### src/rtl/mem_arb_pkg.sv
// Shared types and constants for the unified-memory port arbiter.
package mem_arb_pkg;

    // Arbiter FSM states
    typedef enum logic [1:0] {
        IDLE    = 2'd0,
        GRANT_I = 2'd1,
        GRANT_D = 2'd2,
        RESP    = 2'd3
    } arb_state_t;

    // Which requester wins the memory in the current IDLE cycle
    typedef enum logic [1:0] {
        SEL_NONE = 2'd0,
        SEL_IF   = 2'd1,
        SEL_DM   = 2'd2
    } port_sel_t;

    // Instruction fetches are always full-word accesses
    localparam logic [2:0] FETCH_MODE = 3'b010;

endpackage

### src/rtl/arb_priority_sel.sv
// Combinational grant decision: data wins a tie unless fetch has been
// passed over MAX_DATA_STREAK times in a row.
module arb_priority_sel
    import mem_arb_pkg::*;
(
    input  logic      if_req,
    input  logic      dm_req,
    input  logic      streak_full,
    output port_sel_t sel
);

    // Priority pick between the two requesters
    always_comb begin
        sel = SEL_NONE;
        if (dm_req && !(if_req && streak_full)) begin
            sel = SEL_DM;
        end else if (if_req) begin
            sel = SEL_IF;
        end
    end

endmodule

### src/rtl/mem_port_arbiter.sv
// Shares one single-ported memory between fetch and the MEM stage.
// Each transaction runs IDLE -> GRANT_x -> RESP; a watchdog aborts a grant
// that never sees mem_ack and raises a sticky bus_err.
//
// state   | meaning
// IDLE    | arbitrate; latch winner's command into mem_* on exit
// GRANT_I | fetch read outstanding, waiting for mem_ack or timeout
// GRANT_D | data load/store outstanding, waiting for mem_ack or timeout
// RESP    | one-cycle ready pulse to the serviced port
module mem_port_arbiter
    import mem_arb_pkg::*;
#(
    parameter int WIDTH           = 32,
    parameter int MAX_DATA_STREAK = 4,
    parameter int TIMEOUT_CYCLES  = 64
) (
    input  logic             clk,
    input  logic             rst,
    input  logic             if_req,
    input  logic [WIDTH-1:0] if_addr,
    output logic [WIDTH-1:0] if_rdata,
    output logic             if_ready,
    input  logic             dm_req,
    input  logic             dm_we,
    input  logic [WIDTH-1:0] dm_addr,
    input  logic [WIDTH-1:0] dm_wdata,
    input  logic [2:0]       dm_mode,
    output logic [WIDTH-1:0] dm_rdata,
    output logic             dm_ready,
    output logic             stall_if,
    output logic             stall_dm,
    output logic             mem_req,
    output logic             mem_we,
    output logic [WIDTH-1:0] mem_addr,
    output logic [WIDTH-1:0] mem_wdata,
    output logic [2:0]       mem_mode,
    input  logic [WIDTH-1:0] mem_rdata,
    input  logic             mem_ack,
    output logic             bus_err
);

    localparam int SW = $clog2(MAX_DATA_STREAK + 1);
    localparam int TW = (TIMEOUT_CYCLES > 1) ? $clog2(TIMEOUT_CYCLES) : 1;
    localparam logic [SW-1:0] STREAK_MAX = SW'(MAX_DATA_STREAK);
    localparam logic [TW-1:0] TO_LAST    = TW'(TIMEOUT_CYCLES - 1);

    arb_state_t    state, state_nxt;
    port_sel_t     sel;
    logic [SW-1:0] streak;
    logic [TW-1:0] to_cnt;
    logic          streak_full;
    logic          in_grant;
    logic          ack_seen;
    logic          txn_done;
    logic          start_if;
    logic          start_dm;

    assign streak_full = (streak == STREAK_MAX);
    assign in_grant    = (state == GRANT_I) || (state == GRANT_D);
    // mem_ack only counts while a request is actually outstanding
    assign ack_seen    = mem_req && mem_ack;
    assign txn_done    = ack_seen || (to_cnt == TO_LAST);
    assign start_if    = (state == IDLE) && (sel == SEL_IF);
    assign start_dm    = (state == IDLE) && (sel == SEL_DM);

    assign stall_if = if_req && !if_ready;
    assign stall_dm = dm_req && !dm_ready;

    arb_priority_sel u_sel (
        .if_req      (if_req),
        .dm_req      (dm_req),
        .streak_full (streak_full),
        .sel         (sel)
    );

    // State register
    always_ff @(posedge clk) begin
        if (!rst) begin
            state <= IDLE;
        end else begin
            state <= state_nxt;
        end
    end

    // Next state: arbitrate in IDLE, leave GRANT on ack or timeout, single RESP cycle
    always_comb begin
        state_nxt = state;
        case (state)
            IDLE: begin
                if (sel == SEL_IF) begin
                    state_nxt = GRANT_I;
                end else if (sel == SEL_DM) begin
                    state_nxt = GRANT_D;
                end
            end
            GRANT_I, GRANT_D: begin
                if (txn_done) begin
                    state_nxt = RESP;
                end
            end
            RESP:    state_nxt = IDLE;
            default: state_nxt = IDLE;
        endcase
    end

    // Memory command: latched from the winner on grant entry, held until completion
    always_ff @(posedge clk) begin
        if (!rst) begin
            mem_req   <= 1'b0;
            mem_we    <= 1'b0;
            mem_addr  <= '0;
            mem_wdata <= '0;
            mem_mode  <= '0;
        end else if (start_if) begin
            mem_req   <= 1'b1;
            mem_we    <= 1'b0;
            mem_addr  <= if_addr;
            mem_wdata <= '0;
            mem_mode  <= FETCH_MODE;
        end else if (start_dm) begin
            mem_req   <= 1'b1;
            mem_we    <= dm_we;
            mem_addr  <= dm_addr;
            mem_wdata <= dm_wdata;
            mem_mode  <= dm_mode;
        end else if (in_grant && txn_done) begin
            mem_req   <= 1'b0;
        end
    end

    // Fetch-starvation streak and per-grant watchdog counters
    always_ff @(posedge clk) begin
        if (!rst) begin
            streak <= '0;
            to_cnt <= '0;
        end else begin
            if (start_if) begin
                streak <= '0;
            end else if (start_dm) begin
                if (!if_req) begin
                    streak <= '0;
                end else if (!streak_full) begin
                    streak <= streak + 1'b1;
                end
            end
            if (in_grant && !txn_done) begin
                to_cnt <= to_cnt + 1'b1;
            end else begin
                to_cnt <= '0;
            end
        end
    end

    // Completion: ready pulse, read data capture (zero on abort), sticky error
    always_ff @(posedge clk) begin
        if (!rst) begin
            if_ready <= 1'b0;
            dm_ready <= 1'b0;
            if_rdata <= '0;
            dm_rdata <= '0;
            bus_err  <= 1'b0;
        end else begin
            if_ready <= (state == GRANT_I) && txn_done;
            dm_ready <= (state == GRANT_D) && txn_done;
            if ((state == GRANT_I) && txn_done) begin
                if_rdata <= ack_seen ? mem_rdata : '0;
            end
            if ((state == GRANT_D) && txn_done) begin
                dm_rdata <= ack_seen ? mem_rdata : '0;
            end
            if (in_grant && txn_done && !ack_seen) begin
                bus_err <= 1'b1;
            end
        end
    end

endmodule

### config.mk
export PLATFORM = sky130hd
export DESIGN_NAME = mem_port_arbiter
export DESIGN_NICKNAME = d
export VERILOG_FILES = /design/src/rtl/mem_arb_pkg.sv /design/src/rtl/arb_priority_sel.sv /design/src/rtl/mem_port_arbiter.sv
export SDC_FILE = /design/constraint.sdc
export NUM_CORES = 1
export LEC_CHECK = 0
export ABC_CLOCK_PERIOD_IN_PS = 3260
export CAP_MARGIN = 0
export CORE_ASPECT_RATIO = 1.1
export CORE_MARGIN = 5
export CORE_UTILIZATION = 44
export DETAILED_ROUTE_END_ITERATION = 16
export PLACE_DENSITY = 0.95
export SETUP_SLACK_MARGIN = 0.15
export SYNTH_ARGS = -nofsm -noshare
export SYNTH_HDL_FRONTEND = slang
export SYNTH_SLANG_ARGS = --single-unit
### constraint.sdc
create_clock -name clk -period 3.26 [get_ports clk]
set_clock_uncertainty 0.2 [all_clocks]
set_input_delay 0.326 -clock clk [delete_from_list [all_inputs] [get_ports clk]]
set_output_delay 0.326 -clock clk [all_outputs]
set_load 0.05 [all_outputs]
---- Word-level counts from Yosys, hierarchy flattened ----
Cells that the tools add are included.
storage, ports and cells
  flip-flop bits (word level) ............. 147
  input port bits ......................... 137
  output and inout port bits .............. 138
  word-level logic and storage cells ...... 70
cells by class
  add/subtract/negate cells ............... 2
  eq/ne operators ......................... 10
  multiplexer cells ....................... 16
  bitwise logic cells ..................... 1
  reduce and logical (&&, ||, !) cells .... 27
operator list
  cell                                                                      number
  32-bit 2-to-1 mux                                                         3
  1-bit logical AND                                                         12
  2-bit 2-to-1 mux                                                          6
  6-bit by 1-bit adder with 6-bit output (second input constant)            1
  2-bit equality test (second input constant)                               3
  6-bit equality test (second input constant)                               1
  3-bit 2-to-1 mux                                                          2
  2-bit case mux with 3 select lines                                        1
  2-bit AND reduction                                                       3
  1-bit logical NOT                                                         5
  2-bit by 1-bit equality test with 1-bit output (second input constant)    2
  1-bit 2-to-1 mux                                                          4
  2-bit inequality test (second input constant)                             2
  2-bit OR reduction                                                        2
  3-bit by 1-bit adder with 3-bit output (second input constant)            1
  3-bit equality test (second input constant)                               1
  3-bit by 1-bit inequality test with 1-bit output (second input constant)  1
  3-bit nonzero test                                                        1
  2-bit logical NOT                                                         1
  1-bit logical OR                                                          2
  2-bit nonzero test                                                        1
  1-bit inverter                                                            1

---- Depth between registers and ports, before layout ----
  depth in word-level cells ............... 9
  gate-level depth with buffers ........... 9

---- Hierarchy ----
Synthesis repeated with hierarchy kept, for this count alone.
second synthesis, totals
  cells, all modules ...................... 687
  area, all modules ....................... 5,610.4 sq um
by module, submodules not included
  module            instances  cells each  area each (sq um)  seq. area each (sq um)
  mem_port_arbiter  1          684         5,591.6            2,942.8
  arb_priority_sel  1          3           18.8               0.0

---- Worst setup path after synthesis ----
No wires, ideal clock.
  kind .................................... register to register
  start ................................... reg mem_req
  end ..................................... reg dm_rdata[10]
  library setup time ...................... 123 ps
  data arrival time ....................... 1,486 ps
  setup slack ............................. 1,451 ps
  stages on the path, launching flop included .. 5
  path buffers ............................ 1
  path through ............................ dfxtp_1 nand2_1 a21boi_0 clkbuf_2 o21ai_0
on the way
  word-level cells in the longest chain between the ends .. 3
  elaborated cells between the ends (all ways) .. 4
  those cells by class .................... mux: 1; reduce/logical: 3
ends and longest elaborated chain
  element                 line                     text
  from (decl)             mem_port_arbiter.sv:32   output logic mem_req,
  from (signal assigned)  mem_port_arbiter.sv:109  mem_req <= 1'b0;
  from (signal assigned)  mem_port_arbiter.sv:115  mem_req <= 1'b1;
  from (signal assigned)  mem_port_arbiter.sv:121  mem_req <= 1'b1;
  1-bit logical AND (*)   mem_port_arbiter.sv:61   assign ack_seen = mem_req && mem_ack;
  1-bit logical OR        mem_port_arbiter.sv:62   assign txn_done = ack_seen || (to_cnt == TO_LAST);
  1-bit logical AND       mem_port_arbiter.sv:168  if ((state == GRANT_D) && txn_done) begin
  to (signal assigned)    mem_port_arbiter.sv:169  dm_rdata <= ack_seen ? mem_rdata : '0;
  to (decl)               mem_port_arbiter.sv:28   output logic [WIDTH-1:0] dm_rdata,
Every way passes the cells marked *; elsewhere a longest branch is shown, timed or not.
A chain may end at the register's enable or synchronous reset.

---- Worst setup path after layout ----
  start ................................... in if_req
  end ..................................... out stall_if
on the way
  word-level cells in the longest chain between the ends .. 1
ends and longest elaborated chain
  element            line                    text
  from (decl)        mem_port_arbiter.sv:19  input logic if_req,
  1-bit logical AND  mem_port_arbiter.sv:66  assign stall_if = if_req && !if_ready;
  to (decl)          mem_port_arbiter.sv:30  output logic stall_if,
Every way passes these cells.

==> results.sh <==
export IMPL_outcome="finished, final reports clean"
export IMPL_core_area_um2=12700
export IMPL_post_synth_xor_area_fraction_pct=0.6132
export IMPL_grt_pass1_vias=5725
export IMPL_met3_length_mm=2.113
export IMPL_maxSlewHeadroom_pct=58.79
export IMPL_max_vdd_ir_drop_mv=0.4206
export IMPL_timing_final_crit_period_ps=2606
export IMPL_post_cts_resized=0
export IMPL_synth_avg_cell_area_um2=8.464
export IMPL_die_area_um2=15370
export IMPL_synth_cell_types=32
export IMPL_yosys_register_bits=147
export IMPL_rsz0062_at_grt="false"
export IMPL_crit_type="in2out"
export IMPL_wl_mm=19.00
export IMPL_crit_slowest_cell="clkdlybuf4s50_1"
export IMPL_slowest_delay_ps=870
export IMPL_synth_top_family_by_area="simple AND/OR/NAND/NOR gates"
export IMPL_worstPathArrival_ps=2080
export IMPL_cts_buffers_inserted=17
export IMPL_hold_buffers=0
export IMPL_rrSetupSlack_ps=890
export IMPL_reg2reg_from="state[0]"
export IMPL_post_cts_buffers=0
export IMPL_dpl_hpwl_mm=13.75
export IMPL_critPathCaptureType="primary output"
export IMPL_grt_start_max_net_pins=90
export IMPL_reg2reg_depth=6
export IMPL_synthSimpleGateAreaFrac_pct=20.74
export IMPL_layout_nets=1066
export IMPL_grt_pass1_wl_mm=29.27
export IMPL_top_layer="met4"
export IMPL_cts_tree="yes"
export IMPL_gr_total_overflow=0
export IMPL_syn_instance_count=675
export IMPL_muxShareOfSynthArea_pct=0.5475
export IMPL_worstReg2RegEnd="mem_addr[21]"
export IMPL_min_path_type="in2reg"
export IMPL_clkLatencyLatePin_ps=410
export IMPL_clkTransAtPathRegs_ps=60
export IMPL_post_route_drc_count=0
export IMPL_synth_nets=819
export IMPL_critPathMaxFanout=10
export IMPL_root_buffer="clkbuf_16"
export IMPL_met2_length_mm=9.398
export IMPL_htree_levels=4
export IMPL_die_h_um=129.5
export IMPL_dr_pass1_iters=5
export IMPL_timing_fmax_ghz=0.3837
export IMPL_io_pins=275
export IMPL_fin_crit_sh_pct=79.94
export IMPL_viasPerCell=5.266
export IMPL_worst_path_most_repeated_cell="clkdlybuf4s50_1"
export IMPL_fp_row_count=43
export IMPL_p_total_mw=6.138
export IMPL_setup_tns_final_ps=0
export IMPL_synthAdderAreaFrac_pct=1.533
export IMPL_hold_viol_final=0
export IMPL_final_antenna_net_count=0
export IMPL_wire_per_inst_um=17.38
export IMPL_drt_iter0_drc=355
export IMPL_power_per_cell_area_nw_per_um2=677.3
export IMPL_start_util_pct=44.99
export IMPL_cp_startpoint="if_req"
export IMPL_synth_compound_area_share_pct=20.04
export IMPL_setup_violations_final=0
export IMPL_worst_ep_required_time_ps=2730
export IMPL_m1WireLength_mm=6.825
export IMPL_tightestPinTransition_ps=618.2
export IMPL_portBuffers=274
export IMPL_clock_sinks=147
export IMPL_gp_congestion=0.8177
export IMPL_maxSlewViolCount=0
export IMPL_area_growth_pct=58.65
export IMPL_vias=5756
export IMPL_drive_above_1_share_pct=7.388
export IMPL_crit_end="stall_if"
export IMPL_gr_usage_all_layers_pct=24.14
export IMPL_antenna_found_initial=2
export IMPL_synth_area_um2=5713
export IMPL_synth_yosys_seq_area_share_pct=51.51
export IMPL_startpoint_type="input port"
export IMPL_holdPathStages=3
export IMPL_path_cells="clkdlybuf4s50_1 > nor2b_1 > clkdlybuf4s50_1"
export IMPL_p_leak_nw=3.233
export IMPL_cts_max_path_buffers=2
export IMPL_die_x_um=118.6
export IMPL_ys_warn_count=0
export IMPL_cap_violations=0
## critical path, delay by kind of cell
| family | cells | cell delay, ps |
|---|---|---|
| simple gates | 1 | 220 |
| buf+inv | 2 | 1540 |
## report_power, final
part / internal, mW / leakage [nW] / total (mW) / switching (mW)
combinational: 0.736 / 1.76 / 2.13 / 1.40
sequential: 2.02 / 1.20 / 2.14 / 0.119
clock: 1.16 / 0.280 / 1.87 / 0.708
## registers in the layout, indices dropped and copies added (netlist names)
| signal | cells |
|---|---|
| if_rdata | 32 |
| dm_ready | 1 |
| bus_err | 1 |
| mem_wdata | 32 |
| streak | 3 |
| mem_addr | 32 |
| state | 2 |
| mem_mode | 3 |
| dm_rdata | 32 |
| to_cnt | 6 |
| mem_we | 1 |
| mem_req | 1 |
| if_ready | 1 |
## cell families (layout without fill, tap and decap cells)
logic type | Yosys count | after routing
multiplexers | 3 | 3
AO/OA/AOI/OAI | 178 | 178
buffers and inverters | 62 | 321
adder cells (fa/ha/maj) | 7 | 7
flip-flops | 147 | 147
AND/OR/NAND/NOR | 274 | 274
XOR/XNOR | 4 | 4
other | 0 | 2
## layer usage
layer  track usage (%)  vias to the layer above
met3             11.39                       48
met1             24.68                     2656
met4             12.54                        0
met5                 0                        -
li1                  -                     2792
met2             41.54                      260
## worst min path at each step
stage          slack (ps)             to          start
2_1_floorplan         230      to_cnt[0]      to_cnt[0]
3_5_place_dp          250  mem_wdata[11]  mem_wdata[11]
5_1_grt               210    mem_mode[1]            rst
6_report              210       state[1]            rst
3_3_place_gp          240   mem_wdata[3]   mem_wdata[3]
4_1_cts               180    mem_mode[1]            rst
## layout make-up
class / instances / area (µm²)
fillers: 926 / 3633
flip-flops and latches: 147 / 2943
repair buffers: 285 / 2835
multi-input cells: 466 / 2496
clock buffers: 22 / 464.2
well taps: 157 / 196.4
clock inverters: 9 / 105.1
inverters: 5 / 18.77
diodes: 2 / 5.005
## synthesized netlist by cell type
cell	instances	area (µm²)
a21bo_1	1	10.01
a21boi_0	34	255.2
a21oi_1	19	95.09
a21oi_2	20	175.2
a22oi_1	33	247.7
a31o_2	1	8.760
and2_1	2	12.51
and3_1	9	56.30
buf_1	5	18.77
buf_2	13	65.06
buf_6	4	45.04
clkbuf_1	29	108.9
clkbuf_2	6	30.03
dfxtp_1	147	2943
ha_1	7	87.58
inv_1	5	18.77
mux2_2	1	11.26
mux2i_1	2	20.02
nand2_1	174	653.1
nand2b_4	1	13.76
nand3_1	70	350.3
nand3_2	1	10.01
nand4_1	2	12.51
nand4b_1	1	8.760
nor2_1	8	30.03
nor2b_1	5	31.28
o21a_1	1	7.510
o21ai_0	68	340.3
o21ai_1	1	5.000
or2_2	1	6.260
xnor2_1	1	8.760
xor2_1	3	26.28
## through the flow
step           cells  util [%]  area, µm²  hold slack (ps)  worst slack, ps
6_report        1093     71.38       9064            207.2            653.9
2_1_floorplan    675         -       5713            229.9             1451
5_1_grt         1093     71.38       9064            211.5            572.5
3_3_place_gp    1060     66.86       8489            240.4            606.5
3_5_place_dp    1060     66.86       8489            247.0            571.9
4_1_cts         1091     71.34       9059            176.1            635.1
## placed cells by master, fill, tap and decap left out, types with 3 or more instances in the layout
cell type	n
nand3_1	70
nor2_1	8
dfxtp_1	147
buf_4	11
clkdlybuf4s50_1	273
nand2_1	174
a21oi_1	19
a21oi_2	20
clkbuf_1	3
ha_1	7
a22oi_1	33
nor2b_1	5
and3_1	8
o21ai_0	68
a21boi_0	32
clkinv_2	4
inv_1	5
clkbuf_16	17
xor2_1	3
Note: power is estimated with default switching activity, not from simulation.
